--- src/rtl/fir_pkg.sv ---
// Shared definitions for the FIR stream loader: default sizes, the loader
// state encoding and the counter-width helper.
package fir_pkg;

  localparam int W1_DEF      = 9;
  localparam int L_DEF       = 15;
  localparam int FIR_LAT_DEF = 1;

  // Width of a counter that must hold the values 0..L inclusive.
  localparam int CNT_W = $clog2(L_DEF + 1);

  typedef enum logic [1:0] {
    IDLE  = 2'd0,
    LOAD  = 2'd1,
    FLUSH = 2'd2,
    RUN   = 2'd3
  } loader_state_t;

  function automatic int cnt_width(input int taps);
    return $clog2(taps + 1);
  endfunction

endpackage

--- src/rtl/fir_coef_bank.sv ---
// L x W1 coefficient register file: one synchronous write port that drops
// out-of-range addresses, one combinational read port.
module fir_coef_bank #(
  parameter int W1 = 9,
  parameter int L  = 15,
  parameter int AW = $clog2(L)
) (
  input  logic          clk,
  input  logic          we,
  input  logic [AW-1:0] waddr,
  input  logic [W1-1:0] wdata,
  input  logic [AW-1:0] raddr,
  output logic [W1-1:0] rdata
);

  localparam logic [AW:0] L_W = (AW + 1)'(L);

  logic [W1-1:0] mem [L];

  // Coefficient write; addresses at or above L are silently dropped.
  // NOTE: the bank has no reset -- its contents are only meaningful after
  // software writes them, and resetting a register file costs a mux per bit.
  always_ff @(posedge clk) begin
    if (we && ({1'b0, waddr} < L_W)) begin
      mem[waddr] <= wdata;
    end
  end

  assign rdata = mem[raddr];

endmodule

--- src/rtl/fir_stream_loader.sv ---
// Writer side of the FIR load/run port set. Shifts the coefficient bank into
// the filter (load_x low, coef[L-1] first), optionally flushes the delay line,
// then streams valid/ready samples and flags warmed-up FIR outputs.
// Build option: define FIR_LOADER_FLUSH_EN to add the FLUSH state, which
// drives L zero samples after LOAD and pre-qualifies the first sample.
module fir_stream_loader
  import fir_pkg::*;
#(
  parameter int W1      = W1_DEF,
  parameter int L       = L_DEF,
  parameter int FIR_LAT = FIR_LAT_DEF
) (
  input  logic                 clk,
  input  logic                 reset,
  input  logic                 cfg_we,
  input  logic [$clog2(L)-1:0] cfg_addr,
  input  logic [W1-1:0]        cfg_data,
  input  logic                 start,
  input  logic                 stop,
  output logic                 busy,
  input  logic                 s_valid,
  output logic                 s_ready,
  input  logic [W1-1:0]        s_data,
  output logic                 load_x,
  output logic [W1-1:0]        c_out,
  output logic [W1-1:0]        x_out,
  output logic                 y_valid
);

  localparam int AW = $clog2(L);
  localparam int CW = cnt_width(L);

  loader_state_t state, state_d;
  logic [CW-1:0] cnt, cnt_d;
  logic [CW-1:0] warm, warm_d;
  logic          load_x_d, s_ready_d, busy_d;
  logic [W1-1:0] c_out_d, x_out_d;
  logic [AW-1:0] rd_addr;
  logic [W1-1:0] rd_data;
  logic          accept, launch, tok_clr;
  logic [FIR_LAT:0] tok;

  assign accept  = s_valid & s_ready;
  assign y_valid = tok[FIR_LAT];

  // Next coefficient to present: L-1 when entering LOAD, else one below the
  // index currently on c_out.
  assign rd_addr = (state == LOAD && cnt != '0) ? AW'(cnt - CW'(1)) : AW'(L - 1);

  fir_coef_bank #(.W1(W1), .L(L), .AW(AW)) u_bank (
    .clk   (clk),
    .we    (cfg_we && state == IDLE),
    .waddr (cfg_addr),
    .wdata (cfg_data),
    .raddr (rd_addr),
    .rdata (rd_data)
  );

  // Next-state and next-output decode; stop beats start, start is only
  // honoured from IDLE or RUN.
  // NOTE: every output of this block gets a default first, so no path can
  // leave a signal unassigned and infer a latch.
  always_comb begin
    state_d   = state;
    cnt_d     = cnt;
    warm_d    = warm;
    load_x_d  = 1'b1;
    c_out_d   = '0;
    x_out_d   = '0;
    s_ready_d = 1'b0;
    launch    = 1'b0;
    tok_clr   = 1'b0;
    if (stop) begin
      state_d = IDLE;
      tok_clr = 1'b1;
    end else if (start && (state == IDLE || state == RUN)) begin
      state_d  = LOAD;
      cnt_d    = CW'(L - 1);
      warm_d   = '0;
      tok_clr  = 1'b1;
      load_x_d = 1'b0;
      c_out_d  = rd_data;
    end else begin
      case (state)
        IDLE: state_d = IDLE;
        LOAD: begin
          if (cnt == '0) begin
`ifdef FIR_LOADER_FLUSH_EN
            state_d = FLUSH;
            cnt_d   = CW'(L - 1);
`else
            state_d   = RUN;
            s_ready_d = 1'b1;
`endif
          end else begin
            cnt_d    = cnt - CW'(1);
            load_x_d = 1'b0;
            c_out_d  = rd_data;
          end
        end
`ifdef FIR_LOADER_FLUSH_EN
        FLUSH: begin
          if (cnt == '0) begin
            state_d   = RUN;
            s_ready_d = 1'b1;
            warm_d    = CW'(L);
          end else begin
            cnt_d = cnt - CW'(1);
          end
        end
`endif
        RUN: begin
          s_ready_d = 1'b1;
          if (accept) begin
            x_out_d = s_data;
            launch  = (warm >= CW'(L - 1));
            if (warm != CW'(L)) warm_d = warm + CW'(1);
          end
        end
        default: state_d = IDLE;
      endcase
    end
    busy_d = (state_d != IDLE);
  end

  // State, counters and registered outputs.
  // NOTE: sequential state uses non-blocking assignments so every flop samples
  // the pre-edge values regardless of statement order.
  always_ff @(posedge clk) begin
    if (!reset) begin
      state   <= IDLE;
      cnt     <= '0;
      warm    <= '0;
      load_x  <= 1'b1;
      c_out   <= '0;
      x_out   <= '0;
      s_ready <= 1'b0;
      busy    <= 1'b0;
    end else begin
      state   <= state_d;
      cnt     <= cnt_d;
      warm    <= warm_d;
      load_x  <= load_x_d;
      c_out   <= c_out_d;
      x_out   <= x_out_d;
      s_ready <= s_ready_d;
      busy    <= busy_d;
    end
  end

  // Qualified-sample tokens travel FIR_LAT+1 stages; the last stage is y_valid.
  always_ff @(posedge clk) begin
    if (!reset || tok_clr) begin
      tok <= '0;
    end else begin
      tok <= {tok[FIR_LAT-1:0], launch};
    end
  end

endmodule

--- config.mk ---
export PLATFORM = sky130hd
export DESIGN_NAME = fir_stream_loader
export DESIGN_NICKNAME = d
export VERILOG_FILES = /design/src/rtl/fir_pkg.sv /design/src/rtl/fir_coef_bank.sv /design/src/rtl/fir_stream_loader.sv
export SDC_FILE = /design/constraint.sdc
export NUM_CORES = 1
export LEC_CHECK = 0
export CORE_MARGIN = 10
export CORE_UTILIZATION = 30
export CTS_BUF_LIST = sky130_fd_sc_hd__clkbuf_8 sky130_fd_sc_hd__clkbuf_16
export DETAILED_ROUTE_END_ITERATION = 7
export PLACE_DENSITY = 0.46
export SETUP_SLACK_MARGIN = 0.3
export SYNTH_ARGS = -nofsm -noshare
export SYNTH_HDL_FRONTEND = slang
export SYNTH_SLANG_ARGS = --single-unit
--- constraint.sdc ---
create_clock -name clk -period 4 [get_ports clk]
set_input_delay 0.8 -clock clk [delete_from_list [all_inputs] [get_ports clk]]
set_output_delay 0.8 -clock clk [all_outputs]
set_load 0.01 [all_outputs]
== After elaboration in Yosys (flattened, before gate mapping) ==
Memory sizes are Yosys's and may differ from the RTL's.
Index checks and enable logic that the tools add are counted.

* Register bits after elaboration: 33
* Bits in latches: 0
* RAM bits: 135
* Memory bits (read-only): 0
* Word-level logic and storage cells: 68
* Memories kept: 1

{| class="wikitable"
|+ Memories
! memory !! words !! width !! read ports !! clocked after Yosys merged registers in !! wr ports !! RTL line !! source
|-
| u_bank.mem || 15 || 9 || 1 || 0 || 1 || fir_coef_bank.sv:18 || <nowiki>logic [W1-1:0] mem [L];</nowiki>
|}

* Add/sub/neg operators: 2
* Multiply operators: 0
* Div/mod/pow operators: 0
* $lt $le $gt $ge: 2
* Eq/ne operators: 4
* Shift operators: 0
* Mux-type cells: 23
* Bitwise gates (word level): 5
* Reduce and logical (&&, ||, !) cells: 21

{| class="wikitable"
|+ Operators by type and width
! cell !! count
|-
| 4-bit 2-to-1 mux || 8
|-
| 9-bit 2-to-1 mux || 3
|-
| 2-bit nonzero test || 5
|-
| 5-bit OR reduction || 2
|-
| 1-bit 2-to-1 mux || 7
|-
| 2-bit 2-to-1 mux || 3
|-
| 4-bit by 1-bit adder with 4-bit output (second input constant) || 1
|-
| 4-bit >= comparator (second input constant) || 1
|-
| 1-bit logical AND || 4
|-
| 4-bit zero test || 1
|-
| 4-bit < comparator (second input constant) || 1
|-
| 4-bit inequality test (second input constant) || 1
|-
| 1-bit NOT || 4
|-
| 2-bit case mux with 2 select lines || 1
|-
| 4-bit AND reduction || 1
|-
| 4-bit nonzero test || 1
|-
| 4-bit by 1-bit subtractor with 4-bit output (second input constant) || 1
|-
| 3-bit AND reduction || 1
|-
| 3-bit OR reduction || 1
|-
| 2-bit by 1-bit equality test with 1-bit output (second input constant) || 1
|-
| 2-bit equality test (second input constant) || 1
|-
| 2-bit zero test || 1
|-
| 1-bit logical OR || 2
|-
| 2-bit inequality test (second input constant) || 1
|-
| other kinds (4) || 4
|}

== Logic depth before layout (Yosys ltp) ==
* Word-level depth: 7
* Mapped depth: 13
* Depth with buffers taken out: 7

== Modules after synthesis ==
A second synthesis with hierarchy kept.

* Cell total of the unflattened synthesis: 397
* Area, all modules: 6556.3 um^2

{| class="wikitable"
|+ Modules (own cells, without submodules)
! module !! times used !! cells an instance !! area an instance (um^2) !! sequential area each (um^2)
|-
| fir_coef_bank || 1 || 276 || 5325.1 || 4053.9
|-
| fir_stream_loader || 1 || 121 || 1231.2 || 660.6
|}

== Least setup slack after synthesis ==
Ideal clock, no wire load.

* Path kind: register to register
* From: register cnt[0]
* To: register c_out[6]
* Setup time: 0.129 ns
* Arrival: 2.412 ns
* Required time: 3.871 ns
* Slack: 1.459 ns
* Stages on the path, launching flop included: 13
* Clock period less this slack: 2.541 ns
* Cells stage by stage: dfxtp_1 -> inv_1 -> clkbuf_1 -> clkbuf_1 -> ha_1 -> or3b_1 -> buf_2 -> nand2_1 -> buf_4 -> buf_4 -> o2bb2ai_1 -> a32oi_1 -> o22ai_1

* Longest elaborated chain between the ends: 7
* Elaborated cells between the ends (all ways): 9

{| class="wikitable"
|+ RTL lines
! element !! RTL line !! source
|-
| from (decl) || fir_stream_loader.sv:34 || <nowiki>logic [CW-1:0] cnt, cnt_d;</nowiki>
|-
| from (signal assigned) || fir_stream_loader.sv:141 || <nowiki>cnt <= cnt_d;</nowiki>
|-
| parallel branches: the longest is 6 deep, another holds memory 15 x 9 bit || -- ||
|-
| 9-bit 2-to-1 mux (*) || fir_stream_loader.sv:76 || <nowiki>end else if (start && (state == IDLE || state == RUN)) begin</nowiki>
|-
| to (signal assigned) || fir_stream_loader.sv:144 || <nowiki>c_out <= c_out_d;</nowiki>
|-
| to (decl) || fir_stream_loader.sv:25 || <nowiki>output logic [W1-1:0] c_out,</nowiki>
|}

Mark *: on every way between the ends.
A chain may end at the register's enable or synchronous reset.

== Worst setup path after layout ==
* From: register cnt[1]
* To: register c_out[7]

Same word-level chain as after synthesis.

==> reports/results.tsv <==
metric	value	unit
FFs w/ async S/R, synth	0	
#FFs+latches synth	168	
WP buf/inv	1	
CP required	4290	ps
num ports	50	
GRT overflow	0	
routability cong.	0.7957	
maxcap violations	0	
CP max-delay cell	nand3_2	
cts repair resizes	0	
Clock Latency Late Sink	430	ps
CP Max Fanout	27	
cells along the critical path	inv_1, ha_1, or3b_1, nand3_2, o2bb2ai_1, a32oi_1, o22ai_1	
final setup TNS	0	ps
routed len/inst	20.87	um
drt first-iter violations	308	
Clock Pin Slew Worst Setup and Hold Paths	70	ps
Hold Path Class	flip-flop to flip-flop	
total number of vias	4075	
final worst slack	1244	ps
CTS sink cnt	168	
Initial Utilization	0.3058	
clock buffer depth	2	
Mean Syn Cell Area	14.36	um^2
Mapped Cells	466	
final wirelength	16860	um
vias in the first global route	4080	
GRT Total Usage	0.1180	
status	finished, final reports clean	
Final nets	550	
critical path's top delay family	simple AND/OR/NAND/NOR gates	
Post-route DRC	0	
1st-pass router iterations	5	
Leak	2.551	nW
RSZ-0062 raised after global routing	no	
final core occ	0.3670	
Cell Area, Synth	6694	um^2
slowest stage delay, CP	600	ps
most numerous cell in the Yosys netlist	edfxtp_1	
fin cells	808	
port buffer count	49	
Worst-Margin Slew	951.1	ps
Slew Viols, Final	0	
min cycle time layout	2756	ps
Area Overhead vs Synth	20.02	%
ranking of synthesized cells by area	edfxtp_1 (61%), dfxtp_1 (9.9%), mux2i_1 (5.5%), a21oi_1 (5.4%), o2bb2ai_1 (3.5%)	
H-Tree Depth	4	
Die H	169.4	um
Seq/Total Area, Yosys	0.7043	
number of synthesized flops with an enable pin	135	
CTS tree	built	
fin crit share	0.6891	
Cell variety after synth	42	
CORE AREA	21890	um^2
# rows	54	
cell taking the most area after synthesis	edfxtp_1	
Layout Skew	9.354	ps
postcts setup bufs	0	
f_max	362.8	MHz
PD cells	467.5	nW/um^2
Crit. End Element	flip-flop	
endpoints failing setup	0	
share of post-route cells with drive strength above 1	0.09091	
hold buffers post-CTS	0	
share of the synthesized area in the top cell type	0.6056	
full die area	28690	um^2
hpwl dp	11390	um
placed cells	776	
Post-DRT Antenna Nets	0	
CTS Buf Count	17	
crit path launch type	flip-flop	
post-synthesis net count	501	
slew margin rel.	0.3636	
Ys Warns	0	
initial antenna violation count	0	
placement-stage worst setup slack	1198	ps
ys flop type	edfxtp_1	
Die X	169.4	um
worst path arrival time	3040	ps
Hold Slack	427.0	ps
first-pass GRT wire length	25350	um
critical path type	flip-flop to flip-flop	
worst vdd ir	0.2425	mV
CTS Root Cell	clkbuf_16	
synth cell count leaders	edfxtp_1 (135), a21oi_1 (72), mux2i_1 (37), dfxtp_1 (33), o2bb2ai_1 (27)	
# diodes	0	
Final Hold Viols	0	
Via density	5.043	
largest net degree at the start of global routing	39	
-- logic make-up (layout without fill, tap and decap cells) --
| family | count (synthesis) | after routing | synth area share |
|---|---|---|---|
| and+or+nand+nor | 72 | 72 | 0.05552 |
| muxes | 37 | 37 | 0.05533 |
| buffers and inverters | 36 | 98 | 0.02953 |
| adders and majority gates | 7 | 7 | 0.01308 |
| AOI/OAI and AO/OA | 145 | 145 | 0.1409 |
| DFF | 168 | 168 | 0.7043 |
| xor gates and xnor gates | 1 | 1 | 0.001309 |
-- layout make-up --
| cell class | instances | area [um^2] |
|---|---|---|
| fill | 2093 | 13860 |
| sequential | 168 | 4716 |
| multi-input combinational | 262 | 1782 |
| timing repair buffer | 58 | 558.0 |
| clock buffer | 17 | 425.4 |
| tap | 280 | 350.3 |
| clock inverter | 15 | 172.7 |
| inverter | 8 | 30.03 |
-- worst register-to-register path, stage by stage, from the launching register on --
cell       delay, ps
dfxtp_1          350
inv_1             70
ha_1             250
or3b_1           520
nand3_2          600
o2bb2ai_1        380
a32oi_1          310
o22ai_1          140
-- cell usage in the layout (no fill, tap or decap), drive strengths merged, types with 2 or more instances in the layout --
cell type	n
nor3	4
and2	14
nand2	18
o2bb2ai	27
nor2	16
clkinv	5
clkbuf	17
a21oi	74
inv	17
a21boi	2
nand2b	6
o22ai	10
dfxtp	33
nand4	2
nand3	5
a22oi	9
buf	9
edfxtp	135
nand4b	2
clkdlybuf4s50	49
a32oi	9
mux2i	37
o21ai	6
ha	7
-- routing by layer --
layer	vias to the layer above	global-route usage	wire, um	part of all wire
met2	120	0.1843	7936	0.47
met5	-	0	0	0
met1	2029	0.1581	7834	0.46
li1	1916	-	-	-
met3	10	0.02941	900	0.053
met4	0	0.03602	188	0.011
-- path summary, 6_finish.rpt --
path / startpoint / to / slack, ps / depth (start not counted)
min: tok[0] / tok[1] / 430 / 2
min reg2reg: tok[0] / tok[1] / 430 / 2
max: cnt[1] / c_out[7] / 1240 / 7
max reg2reg: cnt[1] / c_out[7] / 1240 / 7
-- registers in the layout, summed over array words and instances, names as in the netlist --
signal      cells
cnt             4
load_x          1
tok             2
u_bank.mem    135
x_out           9
c_out           9
warm            4
busy            1
state           2
s_ready         1
-- report_power, final --
part / total (W) / internal (W) / switching [W]
registers: 0.00192 / 0.00191 / 0.00000881
logic: 0.000206 / 0.0000742 / 0.000132
clock network: 0.00163 / 0.000849 / 0.000783
-- per-stage QoR --
stage | instance area, um^2 | power (W)
final | 8034 | 0.003756
after CTS | 8034 | 0.003795
after global placement | 7436 | 0.002163
after detailed placement | 7436 | 0.002165
after global routing | 8034 | 0.003894
after floorplan | 6694 | 0.002062
No activity file was read; power rests on OpenSTA's default activity.
